==> src/rtl/pin_sender.sv <==
// pin_sender: replays a 4-digit BCD PIN onto a lock's one-hot tenkey input.
// Each digit is held for PRESS_CYCLES, then released for GAP_CYCLES, most
// significant digit first. A start with any nibble above 9 is rejected with
// a one-cycle err pulse and nothing is driven.
// Optional feature macro: CLOSE_FIRST_EN -- when defined, every accepted
// sequence begins with a one-cycle close pulse and a GAP_CYCLES quiet period
// so the lock is re-armed with an empty key history before the first press.
//
//  state    | meaning
//  ---------+------------------------------------------------------------
//  ST_IDLE  | waiting for start; code checked and latched here
//  ST_CLOSE | close pulse high for one cycle (CLOSE_FIRST_EN only)
//  ST_CGAP  | tenkey quiet after the close pulse (CLOSE_FIRST_EN only)
//  ST_PRESS | one-hot key of the current digit held
//  ST_GAP   | tenkey released between presses
//  ST_FIN   | done pulse, busy dropped, start ignored
module pin_sender #(
   parameter int PRESS_CYCLES = 4,
   parameter int GAP_CYCLES   = 4,
   parameter int CNT_W        = 8
) (
   input  logic        ck,
   input  logic        reset,
   input  logic        start,
   input  logic [15:0] code,
   output logic [9:0]  tenkey,
   output logic        close,
   output logic        busy,
   output logic        done,
   output logic        err
);

   // Timers count down from len-1 and move on at zero, so each phase spans
   // exactly len cycles including the entry cycle.
   localparam logic [CNT_W-1:0] PRESS_LOAD = CNT_W'(PRESS_CYCLES - 1);
   localparam logic [CNT_W-1:0] GAP_LOAD   = CNT_W'(GAP_CYCLES - 1);

`ifdef CLOSE_FIRST_EN
   typedef enum logic [2:0] {
      ST_IDLE  = 3'd0,
      ST_PRESS = 3'd1,
      ST_GAP   = 3'd2,
      ST_FIN   = 3'd3,
      ST_CLOSE = 3'd4,
      ST_CGAP  = 3'd5
   } state_t;
`else
   typedef enum logic [1:0] {
      ST_IDLE  = 2'd0,
      ST_PRESS = 2'd1,
      ST_GAP   = 2'd2,
      ST_FIN   = 2'd3
   } state_t;
`endif

   state_t           state;
   logic [15:0]      code_l;
   logic [1:0]       idx;
   logic [CNT_W-1:0] timer;

   logic             code_ok;
   logic             timer_zero;
   logic [1:0]       idx_dn;
   logic [3:0]       next_digit;

   // Decode a BCD digit to its key line; anything above 9 drives no key,
   // which keeps tenkey one-hot-or-zero whatever reaches this point.
   function automatic logic [9:0] key_onehot(input logic [3:0] d);
      logic [9:0] k;
      k = 10'd0;
      if (d <= 4'd9) begin
         k[d] = 1'b1;
      end
      return k;
   endfunction

   // Validity of the incoming code, timer terminal count and the digit that
   // follows the current one in the latched code.
   always_comb begin
      code_ok    = (code[15:12] <= 4'd9) && (code[11:8] <= 4'd9) &&
                   (code[7:4]   <= 4'd9) && (code[3:0]  <= 4'd9);
      timer_zero = (timer == '0);
      idx_dn     = idx - 2'd1;
      next_digit = code_l[{idx_dn, 2'b00} +: 4];
   end

   // Sequencer: state, timer, digit index and all registered outputs.
   always_ff @(posedge ck or posedge reset) begin
      if (reset) begin
         state  <= ST_IDLE;
         code_l <= '0;
         idx    <= 2'd3;
         timer  <= '0;
         tenkey <= '0;
         busy   <= 1'b0;
         done   <= 1'b0;
         err    <= 1'b0;
`ifdef CLOSE_FIRST_EN
         close  <= 1'b0;
`endif
      end else begin
         done <= 1'b0;
         err  <= 1'b0;
`ifdef CLOSE_FIRST_EN
         close <= 1'b0;
`endif
         case (state)
            ST_IDLE: begin
               if (start) begin
                  if (code_ok) begin
                     code_l <= code;
                     idx    <= 2'd3;
                     busy   <= 1'b1;
`ifdef CLOSE_FIRST_EN
                     state  <= ST_CLOSE;
                     close  <= 1'b1;
                     timer  <= '0;
`else
                     state  <= ST_PRESS;
                     tenkey <= key_onehot(code[15:12]);
                     timer  <= PRESS_LOAD;
`endif
                  end else begin
                     err <= 1'b1;
                  end
               end
            end

`ifdef CLOSE_FIRST_EN
            ST_CLOSE: begin
               state <= ST_CGAP;
               timer <= GAP_LOAD;
            end

            ST_CGAP: begin
               if (timer_zero) begin
                  state  <= ST_PRESS;
                  tenkey <= key_onehot(code_l[15:12]);
                  timer  <= PRESS_LOAD;
               end else begin
                  timer <= timer - 1'b1;
               end
            end
`endif

            ST_PRESS: begin
               if (timer_zero) begin
                  state  <= ST_GAP;
                  tenkey <= '0;
                  timer  <= GAP_LOAD;
               end else begin
                  timer <= timer - 1'b1;
               end
            end

            // Every digit, repeated or not, gets a full release gap so the
            // lock sees a fresh rising edge per press.
            ST_GAP: begin
               if (timer_zero) begin
                  if (idx != 2'd0) begin
                     idx    <= idx_dn;
                     state  <= ST_PRESS;
                     tenkey <= key_onehot(next_digit);
                     timer  <= PRESS_LOAD;
                  end else begin
                     state <= ST_FIN;
                     done  <= 1'b1;
                     busy  <= 1'b0;
                  end
               end else begin
                  timer <= timer - 1'b1;
               end
            end

            ST_FIN: begin
               state <= ST_IDLE;
               idx   <= 2'd3;
            end

            default: begin
               state  <= ST_IDLE;
               tenkey <= '0;
               busy   <= 1'b0;
            end
         endcase
      end
   end

`ifndef CLOSE_FIRST_EN
   assign close = 1'b0;
`endif

endmodule

==> config.mk <==
export PLATFORM = sky130hd
export DESIGN_NAME = pin_sender
export DESIGN_NICKNAME = d
export VERILOG_FILES = /design/src/rtl/pin_sender.sv
export SDC_FILE = /design/constraint.sdc
export NUM_CORES = 1
export LEC_CHECK = 0
export BUFFER_PORTS_ARGS = -buffer_cell sky130_fd_sc_hd__clkbuf_2
export CORE_UTILIZATION = 51
export DETAILED_ROUTE_END_ITERATION = 10
export GPL_TIMING_DRIVEN = 0
export PLACE_DENSITY = 0.83
export SYNTH_ARGS = -nofsm -noshare
export SYNTH_HDL_FRONTEND = slang
export SYNTH_SLANG_ARGS = --single-unit
==> constraint.sdc <==
create_clock -name ck -period 2.3 [get_ports ck]
set_input_delay 0.115 -clock ck [delete_from_list [all_inputs] [get_ports ck]]
set_output_delay 0.115 -clock ck [all_outputs]
set_load 0.02 [all_outputs]
==> results list, run 1 <==
- Worst supply voltage drop on vdd: a little under 0.6 mV
* Depth of the CTS H-tree: 2
- Latest clock arrival within the worst-skew pair: around 0.3 ns
- The synthesized design contains 41 register bits.
* Register clock-pin slew on the reported worst setup and hold paths: ~0.080 ns
* GPL Wtd Cong: 0.822
- Buffers inserted during clock tree synthesis total 5.
- TritonCTS clock tree: yes
- A synthesized cell averages 11.2 um^2.
- On the final layout, the worst clock skew is 0.0122 ns.
- Count of final max-slew check failures: 0
- The run finished, with violations left.
- Of the total synthesized cell area, the portion taken by XOR and XNOR cells is 0%.
* Endpoint class of the critical path: register
- The tree built by TritonCTS fans out to a little over 40 sinks.
- Measured in cells, the most critical reg-to-reg path has a length of 8.
- CP Data Arrival Time: ~2.4 ns
* Placement Setup Slack: -0.0634 ns
- The routed design has 4.62 mm of wire.
- In this run the worst path has a maximum fanout of 6.
- In this run, synthesis inferred 0 flip-flops with an integrated enable.
- The floorplan step set the die width to 67.8 um.
- Std-Cell Rows: 23
- Reported leakage power: around 1.2 nW
- Summing the areas of all and, or, nand and nor instances in the mapped netlist gives between 10% and 20% of the synthesized area.
* Vias in the first global route: ~1,600
* Top flip-flop cell by instance count after synthesis: sky130_fd_sc_hd__dfrtp_1
- After the first detailed-routing iteration, the DRC count stood at 194.
* Number of warnings reported in the yosys synthesis log: 0
* Initial Utilization: 54.1%
* Post-layout worst setup margin: 0.104 ns
- After synthesis, the netlist uses 45 different library cells.
* Core region area: 0.00409 mm^2
- Number of instances in the synthesized netlist: 198
- STA classifies the critical path startpoint as a register.
- Tot GR Track Use: 22.2%
- Proportion of synthesized area in mux cells: approximately 17%
- Final Critical Period: 2.20 ns
- In this run the power density over the cells is between 500 and 600 mW/mm^2.
* # port buffers: 31
- Data required time at the worst endpoint: 2.49 ns
- Setup repair after global routing missed its margin: no
- Y dimension of the die: between 60 and 70 um
- Dividing the final minimum period by the clock period gives 95.5%.
- Clock tree synthesis selected as its root buffer the cell sky130_fd_sc_hd__clkbuf_8.
- Share of post-route cells with drive strength above 1: 28.3%
- Adder-Cell Fraction of Synth Area: 4.53%
- Hold violation total from the final report: 39
* Post-synthesis async set-or-reset flop share: 100%
- The worst setup path is of the register to register kind.
- Count of inserted antenna diode cells: 0
- Setup violations remaining at the end of the flow were counted as 0.
* Hold slack: -0.0214 ns
- Failing checks: negative hold slack
- The first global-routing pass estimated about 7.5 mm of wire.
* Cell area after technology mapping: 0.00221 mm^2
- Net count of the mapped netlist: 225
- After detailed routing, the number of vias per cell comes to 6.02.
- Post-layout power: 0.00137 W
- Share of the yosys chip area belonging to registers: 46.5%
* Slew @ Worst Pin: 0.856 ns
* Wire length per cell: about 16 um
* Number of max-cap violations: 0
- The worst register-to-register path ends at timer[7].
- Relative to the synthesized area, the layout overhead comes to 16.2%.
* TritonRoute pass-1 iters: 4
* Most used cells in the layout excluding fill and tap cells: sky130_fd_sc_hd__dfrtp_1 (39), sky130_fd_sc_hd__clkbuf_2 (33), sky130_fd_sc_hd__mux2_1 (20), sky130_fd_sc_hd__nor2_1 (17), sky130_fd_sc_hd__nand2_1 (10)
- Derived from the worst setup path, the maximum achievable clock frequency is 455 MHz.
- Remaining routing DRC violations: 0
- Total negative slack: 0 ns
- Final nets: 263
* Max-Slew Margin vs Limit: 42.9%
- Count of pins on the block boundary: 33
- Summing the areas of all compound-gate instances in the mapped netlist gives between 10 and 15% of the synthesized area.
- CTS max path bufs: 2
- For this run the aggregate overflow at the end of global routing stands at 0.
- The floorplan step defined a die boundary enclosing 0.00460 mm^2.
- The HPWL after detailed placement is 3.37 mm.
- After synthesis, the largest family of logic cells by area is multiplexers.
- Largest net degree at the start of global routing: 42
* Class of the most critical hold timing path: primary input to async pin
- Leaving out fill and tap cells, the most frequent cell in the layout is sky130_fd_sc_hd__dfrtp_1.
- DRT antenna net count: 0
- Register-to-register path setup slack: 0.10 ns
* Startpoint of the most critical register-to-register path: idx[0]
- Fill cells in the final layout number 313.
- For this block, the via count after detailed routing is around 1,700.
* Number of antenna violations at the first check in global routing: 0
where the power goes:
group	internal (W)	switching [W]	total [W]
clock network	0.000354	0.000249	0.000603
registers	0.000720	0	0.000720
logic	0.0000161	0.0000341	0.0000502
logic make-up (layout without fill, tap and decap cells):
kind of cell | Yosys count | count (layout)
mux | 30 | 30
other cells | 1 | 1
flops | 41 | 41
fa+ha+maj | 8 | 8
compound gates | 46 | 46
buf+inv | 17 | 56
simple gates | 55 | 55
per-layer routing:
layer  global-route usage [%]  vias up  part of all wire (%)
li1                         -      811                     -
met1                     30.5      850                    45
met2                     34.2       62                    48
met3                     4.83        6                   5.0
met4                     8.59        0                   1.1
met5                        0        -                     0
area by class of cell:
class                   count  area (um^2)  area share, %
multi-input cells         140         1120           43.7
flip-flops and latches     41         1030           40.0
repair buffers             32          163           6.33
clock buffers               7         86.3           3.36
well taps                  50         62.6           2.43
plain buffers               7         42.5           1.66
inverters                   9         33.8           1.31
clock inverters             1         30.0           1.17
worst max path at each step:
stage | from | depth (start not counted) | to | slack [ns]
after floorplan | idx[0] | 9 | timer[7] | 0.1
after global placement | idx[0] | 9 | timer[7] | -0.03
after detailed placement | idx[0] | 9 | timer[7] | -0.06
after CTS | idx[0] | 8 | tenkey[9] | 0.01
after global routing | timer[0] | 8 | tenkey[2] | 0.0003
final | idx[0] | 8 | timer[7] | 0.10
critical path: stages (launching register included):
cell and delay, ns:
sky130_fd_sc_hd__dfstp_2 0.53, sky130_fd_sc_hd__buf_6 0.12, sky130_fd_sc_hd__inv_2 0.06, sky130_fd_sc_hd__ha_4 0.16, sky130_fd_sc_hd__and2_1 0.16, sky130_fd_sc_hd__a311oi_1 0.27, sky130_fd_sc_hd__a21bo_1 0.24, sky130_fd_sc_hd__or2_1 0.32
sky130_fd_sc_hd__o41ai_2 0.23
registers in the layout, summed over array words and instances, names as in the netlist:
signal  flops
err         1
idx         2
timer       8
state       2
code_l     16
done        1
tenkey     10
busy        1
cells in the mapped netlist (2+ instances only):
cell type,n,area (um^2)
sky130_fd_sc_hd__nor2_1,17,63.8
sky130_fd_sc_hd__o21ai_1,7,35.0
sky130_fd_sc_hd__a21oi_1,5,25.0
sky130_fd_sc_hd__clkbuf_1,3,11.3
sky130_fd_sc_hd__mux4_2,4,90.1
sky130_fd_sc_hd__o22ai_1,4,25.0
sky130_fd_sc_hd__mux2_1,20,225
sky130_fd_sc_hd__or2_1,2,12.5
sky130_fd_sc_hd__inv_1,9,33.8
sky130_fd_sc_hd__a41o_1,3,30.0
sky130_fd_sc_hd__a31oi_1,3,18.8
sky130_fd_sc_hd__o21ai_0,7,35.0
sky130_fd_sc_hd__mux2_2,6,67.6
sky130_fd_sc_hd__ha_1,8,100
sky130_fd_sc_hd__or3_1,5,31.3
sky130_fd_sc_hd__o32ai_1,5,43.8
sky130_fd_sc_hd__o21ai_2,2,17.5
sky130_fd_sc_hd__nand2b_1,5,31.3
sky130_fd_sc_hd__dfstp_2,2,52.6
sky130_fd_sc_hd__dfrtp_1,39,976
sky130_fd_sc_hd__nand2_1,10,37.5
sky130_fd_sc_hd__nand3_1,5,25.0
sky130_fd_sc_hd__o31ai_1,3,22.5
sky130_fd_sc_hd__buf_2,3,15.0
what timing repair did:
| item | 4_1_cts | 5_1_grt |
|---|---|---|
| gates resized for setup | 1 | 8 |
| setup buffers | 0 | 1 |
| pin swaps | 2 | 2 |
| setup endpoints to repair | 3 | 17 |
| hold buffers | 0 | 0 |
through the flow:
stage                     cells  cell area [um^2]  util [%]
after floorplan             198              2210         -
after global placement      279              2430      59.4
after detailed placement    279              2430      59.4
after CTS                   287              2550      62.3
after global routing        287              2570      62.9
final                       287              2570      62.9
Note: power is estimated with default switching activity, not from simulation.
==> run 2: changes to the inputs <==
--- a/config.mk
+++ b/config.mk
@@ -9,6 +9,7 @@
 export CORE_UTILIZATION = 51
 export DETAILED_ROUTE_END_ITERATION = 10
 export GPL_TIMING_DRIVEN = 0
+export MAX_ROUTING_LAYER = met4
 export PLACE_DENSITY = 0.83
 export SYNTH_ARGS = -nofsm -noshare
 export SYNTH_HDL_FRONTEND = slang
==> run 2 against run 1 <==
  * The flow still finishes with violations (negative hold slack)
  * Flip-flop and latch count unchanged
  * Die area is the same
  * Register-to-register slack hardly changed
  * Wire length shrank 0.45%
  * Worst hold slack lost 0.0057 ns
  * Critical endpoint unchanged
==> results list, run 2 (synthesis results as in run 1) <==
* Cell Pwr Density: 535 mW/mm^2
- Of the cells placed in the final design, the portion with a size suffix greater than 1 is 27.8%.
* Latest clock arrival within the worst-skew pair: around 0.3 ns
- The total overflow left after global routing is 0.
- CTS buffer count: 5
- Register clock-pin slew on the reported worst setup and hold paths: 0.08 ns
- After layout, the worst setup slack is 0.108 ns.
* DRT antenna net count: 0
- Counting both buffers and inverters, the worst setup path holds a total of 2.
- Data on the critical path is required at its endpoint by 2.49 ns.
- Hold slack: -0.0271 ns
* TritonRoute pass-1 iters: 4
- The initial antenna violation count came to 0.
- Slowest cell on the critical path: sky130_fd_sc_hd__dfstp_2
- The worst setup path is launched from a register.
- CTS max path bufs: 2
- Walking the worst path, the cells encountered are buf_6 -> inv_2 -> ha_4 -> and2_1 -> a311oi_1 -> a21bo_1 -> or2_1 -> o41ai_2.
- During placement, the flow inserted port buffers numbering 31.
- Top layer in use: met4
- Starting DRC count in detailed routing: 185
- Total length of routed wires: 4.60 mm
- Vias in the first global route: 1,614
- Clock sink count: 41
- Failing checks: negative hold slack
* Std-Cell Rows: 23
- CTS placed an instance of sky130_fd_sc_hd__clkbuf_8 at the clock tree root.
* Post-route insts no fill: 287
- The register with the most flip-flops in the layout has 16 of them.
- Leading cell type in the layout, fill and taps excluded: sky130_fd_sc_hd__dfrtp_1
- Final nets: 263
- The die is 67.8 um wide.
* Core region area: 0.00409 mm^2
- In the final layout, the registers with the most flip-flops are code_l (16), tenkey (10), timer (8).
- Setup total negative slack on the finished layout was measured at 0 ns.
* Placement Setup Slack: -0.0634 ns
- Placed Cells incl. Taps: roughly 280
- In this design, the stage delay of the slowest critical-path cell is between 0.5 and 0.6 ns.
* Fillers: 314
- Most used cells in the layout excluding fill and tap cells: sky130_fd_sc_hd__dfrtp_1 (39), sky130_fd_sc_hd__clkbuf_2 (32), sky130_fd_sc_hd__mux2_1 (20), sky130_fd_sc_hd__nor2_1 (17), sky130_fd_sc_hd__nand2_1 (10)
- Compared with the post-synthesis result, the final layout area differs by 16.2%.
- Post-detailed-route via-to-cell ratio: between 5 and 6
- Register bank with the most flops: code_l
- Met2 Routed Length: ~2.3 mm
* CP top delay family: compound AO/OA/AOI/OAI gates
- Fin Clk Skew: approximately 0.010 ns
* Layout Utilization: 62.9%
- In this run the count of I/O pins placed on the die edge is 33.
* Endpoint class of the critical path: register
- The detailed router put a total of 2.08 mm of wire on met1.
- VDD sags by at most around 0.6 mV.
* Maximum operating frequency: around 460 MHz
- Number of buffers added to fix hold violations after cts: 0
* Routed met3 length: just over 200 um
- In this run the worst path has a maximum fanout of 6.
- Depth of the CTS H-tree: 2
- DP Wirelength: 3.37 mm
* CP Data Arrival Time: 2.38 ns
- Largest net degree at the start of global routing: 42
- For the pin with the worst max-slew slack, the measured transition is 0.844 ns.
- Class of the most critical hold timing path: primary input to async pin
- Global routing consumed, over all layers together, 22.8% of the routing resources.
* GPL Wtd Cong: 0.835
- Kind of critical path: register to register
- The final number of max-transition violations came to 0.
- Setup violations remaining at the end of the flow were counted as 0.
- Reported leakage power: 1.24 nW
- Wire length of the first global-routing pass: 7.47 mm
- Wire length per cell: 16.0 um
- Remaining routing DRC violations: 0
- Max-Slew Margin vs Limit: 43.7%
- Final Critical Period: 2.19 ns
- TritonCTS clock tree: yes
- Max-cap violations in this run came to 0.
* Floorplan die area: 0.00460 mm^2
- Measured along the y axis, the die boundary spans just under 70 um.
* Total via count after detailed routing: 1,714
* Final clock period utilization by the worst path: between 90% and 100%
- The initial utilization of the core area, before any placement, comes to 54.1%.
- Hold violation total from the final report: 39
* Status: finished with violations
- Count of inserted antenna diode cells: 0
## run 2: cell counts in the layout (fill, tap and decap cells not counted)
Identical to the previous run, type by type.
## run 2: per-stage QoR
step | total power [W] | cell area, um^2
after CTS | 0.00137 | 2550
final | 0.00137 | 2570
after global routing | 0.00142 | 2570
after floorplan | 0.000757 | 2210
after global placement | 0.000784 | 2430
after detailed placement | 0.000785 | 2430
## run 2: final cells by class
| class | count | area [um^2] | share of cell area, % |
|---|---|---|---|
| Multi-Input combinational cell | 140 | 1120 | 43.7 |
| Sequential cell | 41 | 1030 | 40.0 |
| Timing Repair Buffer | 32 | 163 | 6.33 |
| Clock buffer | 7 | 86.3 | 3.36 |
| Tap cell | 50 | 62.6 | 2.44 |
| Buffer | 7 | 41.3 | 1.61 |
| Inverter | 9 | 33.8 | 1.32 |
| Clock inverter | 1 | 30.0 | 1.17 |
## run 2: power breakdown
part	switching [W]	internal, W	leakage (nW)
registers	0	0.000720	0.542
clock network	0.000249	0.000354	0.0585
logic	0.0000339	0.0000161	0.642
total	0.000283	0.00109	1.24
## run 2: layer usage
layer | global-route usage, % | vias to the layer above
met5 | - | -
met4 | 8.59 | 0
met1 | 30.2 | 852
met3 | 4.83 | 5
li1 | - | 811
met2 | 34.2 | 46
## run 2: path summary, 6_finish.rpt
check                      startpoint         to  slack (ns)  depth (start not counted)
min in group ck               code[8]  code_l[8]        0.03                          2
max reg2reg                    idx[0]   timer[7]        0.11                          8
min                             reset  tenkey[4]       -0.03                          2
max in group asynchronous       reset  code_l[4]        1.79                          2
min reg2reg                 code_l[3]  code_l[3]        0.49                          1
max                            idx[0]   timer[7]        0.11                          8
## run 2: timing repair
| action | 4_1_cts | 5_1_grt |
|---|---|---|
| pin swaps | 2 | 2 |
| setup endpoints to repair | 3 | 17 |
| setup buffers | 0 | 1 |
| endpoints found under the hold margin | 0 | 0 |
| gates resized for setup | 1 | 6 |
